===== src/rtl/ctrl_pkg.sv =====
// Shared definitions for the control unit: state encoding and state width,
// used by the FSM, the strobe decoder and any debug monitor.
package ctrl_pkg;

  localparam int STATE_W = 3;

  typedef enum logic [STATE_W-1:0] {
    S_IDLE      = 3'd0,
    S_FETCH     = 3'd1,
    S_DECODE    = 3'd2,
    S_ULA_OP    = 3'd3,
    S_ULA_WAIT  = 3'd4,
    S_STORE_RES = 3'd5,
    S_STORE_REG = 3'd6,
    S_HALT      = 3'd7
  } state_t;

endpackage


===== src/rtl/ctrl_decode.sv =====
// Combinational strobe decoder: Moore strobes from the current state, plus
// pc_increment which also needs rom_valid so it fires once per fetch.
module ctrl_decode
  import ctrl_pkg::*;
(
  input  state_t state_i,
  input  logic   rom_valid_i,
  output logic   rom_read_o,
  output logic   pc_increment_o,
  output logic   gp_read_o,
  output logic   latch_ula_o,
  output logic   grab_ula_o,
  output logic   gp_write_o
);

  always_comb begin
    rom_read_o     = 1'b0;
    pc_increment_o = 1'b0;
    gp_read_o      = 1'b0;
    latch_ula_o    = 1'b0;
    grab_ula_o     = 1'b0;
    gp_write_o     = 1'b0;
    case (state_i)
      S_FETCH: begin
        rom_read_o     = 1'b1;
        pc_increment_o = rom_valid_i;
      end
      S_ULA_OP: begin
        gp_read_o   = 1'b1;
        latch_ula_o = 1'b1;
      end
      S_STORE_RES: grab_ula_o = 1'b1;
      S_STORE_REG: gp_write_o = 1'b1;
      default: ;
    endcase
  end

endmodule


===== src/rtl/ctrl_unit.sv =====
// Processor control unit: sequences fetch, decode, ULA execution and
// write-back, with ROM wait, multi-cycle ULA ops, HALT and a retire counter.
module ctrl_unit
  import ctrl_pkg::*;
#(
  parameter int                      OPCODE_W    = 4,
  parameter logic [OPCODE_W-1:0]     HALT_OPCODE = {OPCODE_W{1'b1}},
  parameter logic [2**OPCODE_W-1:0]  MULTI_MASK  = '0,
  parameter int                      ICOUNT_W    = 16
) (
  input  logic                clk,
  input  logic                rst_n,
  input  logic                run,
  input  logic [OPCODE_W-1:0] opcode,
  input  logic                rom_valid,
  input  logic                ula_done,
  output logic [STATE_W-1:0]  state,
  output logic [OPCODE_W-1:0] ula_operation,
  output logic                rom_read,
  output logic                pc_increment,
  output logic                gp_read,
  output logic                latch_ula,
  output logic                grab_ula,
  output logic                gp_write,
  output logic                halted,
  output logic [ICOUNT_W-1:0] instr_count
);

  state_t              state_q, state_d;
  logic [OPCODE_W-1:0] op_q, op_d;
  logic [ICOUNT_W-1:0] count_q, count_d;

  always_comb begin
    state_d = state_q;
    op_d    = op_q;
    count_d = count_q;
    case (state_q)
      S_IDLE:      if (run) state_d = S_FETCH;
      S_FETCH:     if (rom_valid) state_d = S_DECODE;
      S_DECODE: begin
        op_d    = opcode;
        state_d = (opcode == HALT_OPCODE) ? S_HALT : S_ULA_OP;
      end
      S_ULA_OP:    state_d = MULTI_MASK[op_q] ? S_ULA_WAIT : S_STORE_RES;
      S_ULA_WAIT:  if (ula_done) state_d = S_STORE_RES;
      S_STORE_RES: state_d = S_STORE_REG;
      S_STORE_REG: begin
        count_d = count_q + ICOUNT_W'(1);
        state_d = run ? S_FETCH : S_IDLE;
      end
      // HALT is absorbing; only reset leaves it
      S_HALT:      state_d = S_HALT;
      default:     state_d = S_IDLE;
    endcase
  end

  always_ff @(posedge clk or negedge rst_n) begin
    if (!rst_n) begin
      state_q <= S_IDLE;
      op_q    <= '0;
      count_q <= '0;
    end else begin
      state_q <= state_d;
      op_q    <= op_d;
      count_q <= count_d;
    end
  end

  ctrl_decode u_decode (
    .state_i        (state_q),
    .rom_valid_i    (rom_valid),
    .rom_read_o     (rom_read),
    .pc_increment_o (pc_increment),
    .gp_read_o      (gp_read),
    .latch_ula_o    (latch_ula),
    .grab_ula_o     (grab_ula),
    .gp_write_o     (gp_write)
  );

  assign state         = state_q;
  assign ula_operation = op_q;
  assign halted        = (state_q == S_HALT);
  assign instr_count   = count_q;

endmodule

===== config.mk =====
export PLATFORM = sky130hd
export DESIGN_NAME = ctrl_unit
export DESIGN_NICKNAME = d
export VERILOG_FILES = /design/src/rtl/ctrl_pkg.sv /design/src/rtl/ctrl_decode.sv /design/src/rtl/ctrl_unit.sv
export SDC_FILE = /design/constraint.sdc
export NUM_CORES = 1
export LEC_CHECK = 0
export CORE_UTILIZATION = 40
export CTS_BUF_LIST = sky130_fd_sc_hd__clkbuf_8
export DETAILED_ROUTE_END_ITERATION = 7
export PLACE_DENSITY = 0.88
export SYNTH_ARGS = -nofsm -noshare
export SYNTH_HDL_FRONTEND = slang
export SYNTH_HIERARCHICAL = 1
export SYNTH_SLANG_ARGS = --single-unit

===== constraint.sdc =====
create_clock -name clk -period 1.5 [get_ports clk]
set_clock_uncertainty 0.1 [all_clocks]
set_input_delay 0.45 -clock clk [delete_from_list [all_inputs] [get_ports clk]]
set_output_delay 0.45 -clock clk [all_outputs]
set_load 0.05 [all_outputs]

==> results.md, run 1 <==
- I/O Buffers: 38
- Status: did not finish
- Err: [ERROR DPL-0033] detailed placement checks failed during check placement.
- Sequential fraction of the synthesis area: 53.5%
- GR repair worst EP: gp_write
- Stopped at: 5_1_grt
- Die width: between 50 and 60 um
- # IOs: 39
- Distinct cells, synth: 29
- Worst endpoint type: primary output
- Top_reg_cell synth: dfrtp_1
- Mean Syn Cell Area: ~12 um^2
- Synth area leader: dfrtp_1
- Die Span Y: 53.9 um
- Largest net degree at the start of global routing: 24
- CTS sink cnt: 23
- Number of CTS-inserted buffers: 3
- Starting density of the core: between 40% and 50%
- Initial antenna violation count: 0
- Syn_nets: 99
- GP Congestion: between 0.8 and 0.9
- Htree depth: 1
- Clk buf depth: 2
- Post-synthesis async set-or-reset flop share: between 90% and 100%
- Mapped Area: 1080 um^2
- Root Buffer Master: clkbuf_8
- Flops & latches, synth: 23
- Number of synthesized flops with an enable pin: 0
- YS warnings: 6
- Top cells by area, synth: dfrtp_1 53%, xnor2_1 9.8%, mux2_2 5.2%, and3b_2 2.8%, nand3_1 2.8%
- Hpwl dp: 2270 um
- Top cell type's share of synthesized area: 53.5%
- Syn Inst Count: 89
- Row cnt: 18
==> cells in the mapped netlist (2+ instances only) <==
master,n
dfrtp_1,23
xnor2_1,12
nand2_1,6
nand3_1,6
mux2_2,5
nor2_1,4
and3_1,3
and3b_2,3
nand4_1,3
xor2_1,3
a21oi_1,2
o21ai_0,2
==> metrics by stage <==
stage | worst slack (ps) | setup TNS (ps) | hold slack, ps | area (um^2) | std cells
floorplan | -220 | -2780 | 54.4 | 1120 | 89
global placement | -351 | -656 | 419 | 1970 | 174
detailed placement | -370 | -1550 | 420 | 1970 | 174
CTS | -297 | -4870 | 433 | 2230 | 189
==> kinds of logic after synthesis <==
logic type	share of synthesized area [%]
muxes	5.23
DFF	53.5
buffers and inverters	1.51
AOI/OAI and AO/OA	3.95
adders and majority gates	1.16
xor gates and xnor gates	12.2
and+or+nand+nor	22.4
==> repair_timing <==
item | CTS
cloned | 0
endpoints found under the setup margin | 32
hold endpoints to repair | 0
buffers inserted | 12
hold buffers | 0
resized for setup | 37
pin swaps | 13
==> inputs of run 2 (changes only) <==
CORE_UTILIZATION = 25   (was 40)
CTS_BUF_LIST = default   (was sky130_fd_sc_hd__clkbuf_8)
PLACE_DENSITY = default   (was 0.88)
PLACE_DENSITY_LB_ADDON = 0.15   (was default)
clock period = 2 ns   (was 1.5 ns; I/O delays follow)
==> results.md, run 2 <==
- Status: complete, no violations
- Inst Count DP: 177 (+1.7%)
- Hold_buf cts: 0 (unchanged)
- CTS tree: yes
- Initial antenna violation count: 0
- Syn_nets: 99 (unchanged)
- Distinct cells, synth: 29 (unchanged)
- DR iter-0 viols: 17
- Post-synthesis async set-or-reset flop share: 100% (unchanged)
- RSZ-0062 raised after global routing: no
- Vias in the first global route: between 800 and 900
- Core ar.: 4060 um^2
- Worst path depth: 2
- Leakage: 0.832 nW
- # diodes: 0
- R2R depth: 4
- Share of layout cells above drive strength 1: 43.9%
- Syn Inst Count: 89 (unchanged)
- Final wirelength: 2330 um
- Setup CP Type: reg2out
- Number of CTS-inserted buffers: 3 (unchanged)
- Clk buf depth: 2 (unchanged)
- Layout net count: 150
- Synth area leader: dfrtp_1
- Rel. slew slack: between 70 and 80%
- Peak supply drop: 0.809 mV
- Mapped Area: 1080 um^2 (unchanged)
- Top cell type's share of synthesized area: 53.5% (unchanged)
- Total design power: about 0.0028 W
- Number of synthesized flops with an enable pin: 0 (unchanged)
- Hpwl dp: 1680 um (-26%)
- DRT Pass-1 Iters: 3
- Max Cap Viol: 0
- Root Buffer Master: clkbuf_8
- Sequential fraction of the synthesis area: 53.5% (unchanged)
- Final Setup Violations: 0
- I/O Buffers: 38 (unchanged)
- Fin. Hold Viols: 0
- CP Launch Type: flop
- FMAX: between 500 and 600 MHz
- Die width: 67.6 um (+26%)
- DRC: 0
- Worst hold path depth: 1
- Die Span Y: 67.6 um (+26%)
- Die area: between 4000 and 5000 um^2
- Commonest cells in the netlist: 23 x dfrtp_1, 12 x xnor2_1, 6 x nand2_1, 6 x nand3_1, 5 x mux2_2
- Worst EP required: 1300 ps
- PwrDens: 1520 nW/um^2
- GP Congestion: 0.741 (-11%)
- Top_reg_cell synth: dfrtp_1
- Top cell family by delay on the critical path: flip-flops
- Max FFs per register: 16
- Avg WL per Cell: approximately 12 um
- Starting density of the core: 26.5% (-17 points)
- Worst Path Buf+Inv: 1
- Largest net degree at the start of global routing: 24
- Minimum clock period after layout: between 1500 and 2000 ps
- # IOs: 39 (unchanged)
- Worst slew pin tran: 374 ps
- Most common cell after layout, fill and taps aside: buf_12
- Vias per std cell: approximately 4.3
- GRT Total Usage: about 12%
- Worst hold path type: reg2reg
- Top cells by area, synth: dfrtp_1 53%, xnor2_1 9.8%, mux2_2 5.2%, and3b_2 2.8%, nand3_1 2.8%
- Total grt overflow: 0
- Max incr delay on CP: between 400 and 500 ps
- CTS sink cnt: 23 (unchanged)
- Mean Syn Cell Area: 12.1 um^2 (unchanged)
- YS warnings: 6 (unchanged)
- Final std cells w/o fill: 189
- CP Max Fanout: 10
- First-pass GRT wire length: 4070 um
- Vias: 821
- Slowest CP cell: dfrtp_2
- Worst-Skew Late Latency: approximately 260 ps
- Crit path capture type: output port
- Crit-path cells: and4bb_2 -> buf_12
- Htree depth: 1 (unchanged)
- Clock transition at path regs: 80 ps
- Worst Path Arrival: 1230 ps
- Area growth syn-to-layout: 71.2%
- Most frequent cells in the layout: 22 x buf_12, 20 x dfrtp_1, 18 x buf_4, 12 x xnor2_1, 7 x clkdlybuf4s50_1
- Post-route clock period utilization: 96.7%
- Row cnt: 23 (+5)
- Count leader, synth: dfrtp_1
- Flops & latches, synth: 23 (unchanged)
- Antenna-violating nets left: 0
- Final Max Tran Viols: 0
- Smallest hold slack: 385 ps
run 2: cell type report:
cell class	count	area [um^2]
Fill cell	379	2220
Timing Repair Buffer	48	654
Sequential cell	23	579
Multi-Input combinational cell	63	495
Tap cell	50	62.6
Clock buffer	3	41.3
Clock inverter	1	5.00
Inverter	1	3.75
run 2: power by group:
group	leakage (nW)	internal [W]	total [W]	switching, W
Clock	0.0255	0.000139	0.000283	0.000145
Combinational	0.512	0.000829	0.00173	0.000900
Sequential	0.295	0.000593	0.000791	0.000199
Total	0.832	0.00156	0.00280	0.00124
run 2: stage by stage:
step	cell area, um^2	setup WS [ps]	TNS, ps	util [%]
finish	1840	65.2	0	45.4
global route	1840	11.0	0	45.4
CTS	1820	29.9	0	44.8
detailed placement	1740	-173	-173	42.8
global placement	1740	-159	-159	42.8
floorplan	1090	3.68	0	-
run 2: path summary, 6_finish.rpt:
| path | endpoint | slack [ps] | start |
|---|---|---|---|
| hold / removal | instr_count[15] | 390 | instr_count[15] |
| hold reg to reg | instr_count[15] | 390 | instr_count[15] |
| min in group asynchronous | instr_count[15] | 590 | rst_n |
| setup reg to reg | ula_operation[2] | 290 | state[2] |
| setup / recovery | pc_increment | 70 | state[2] |
| max in group asynchronous | state[2] | 960 | rst_n |
run 2: kinds of logic after synthesis:
kind of cell	share of synthesized area, %
AND/OR/NAND/NOR	22.4
flip-flops	53.5
XOR/XNOR	12.2
adder cells (fa/ha/maj)	1.16
buffers and inverters	1.51
AO/OA/AOI/OAI	3.95
multiplexers	5.23
run 2: worst reg2reg max path, delay by kind of cell (launching register included):
kind	cells	cell delay, ps
flip-flops	1	480
multiplexers	1	380
buffers and inverters	2	290
AND/OR/NAND/NOR	1	340
run 2: routing by layer:
layer / up-vias / track usage [%] / wire length (um)
met1: 394 / 16.1 / 1050
met5: - / 0 / 0
met3: 2 / 2.20 / 71
li1: 411 / - / -
met4: 0 / 4.79 / 19
met2: 14 / 19.3 / 1180
run 2: repair_timing:
item | CTS | global route
gates resized for setup | 1 | 0
endpoints found under the setup margin | 3 | 1
pin swaps | 0 | 0
setup buffers | 5 | 3
(Power assumes the default switching activity.)
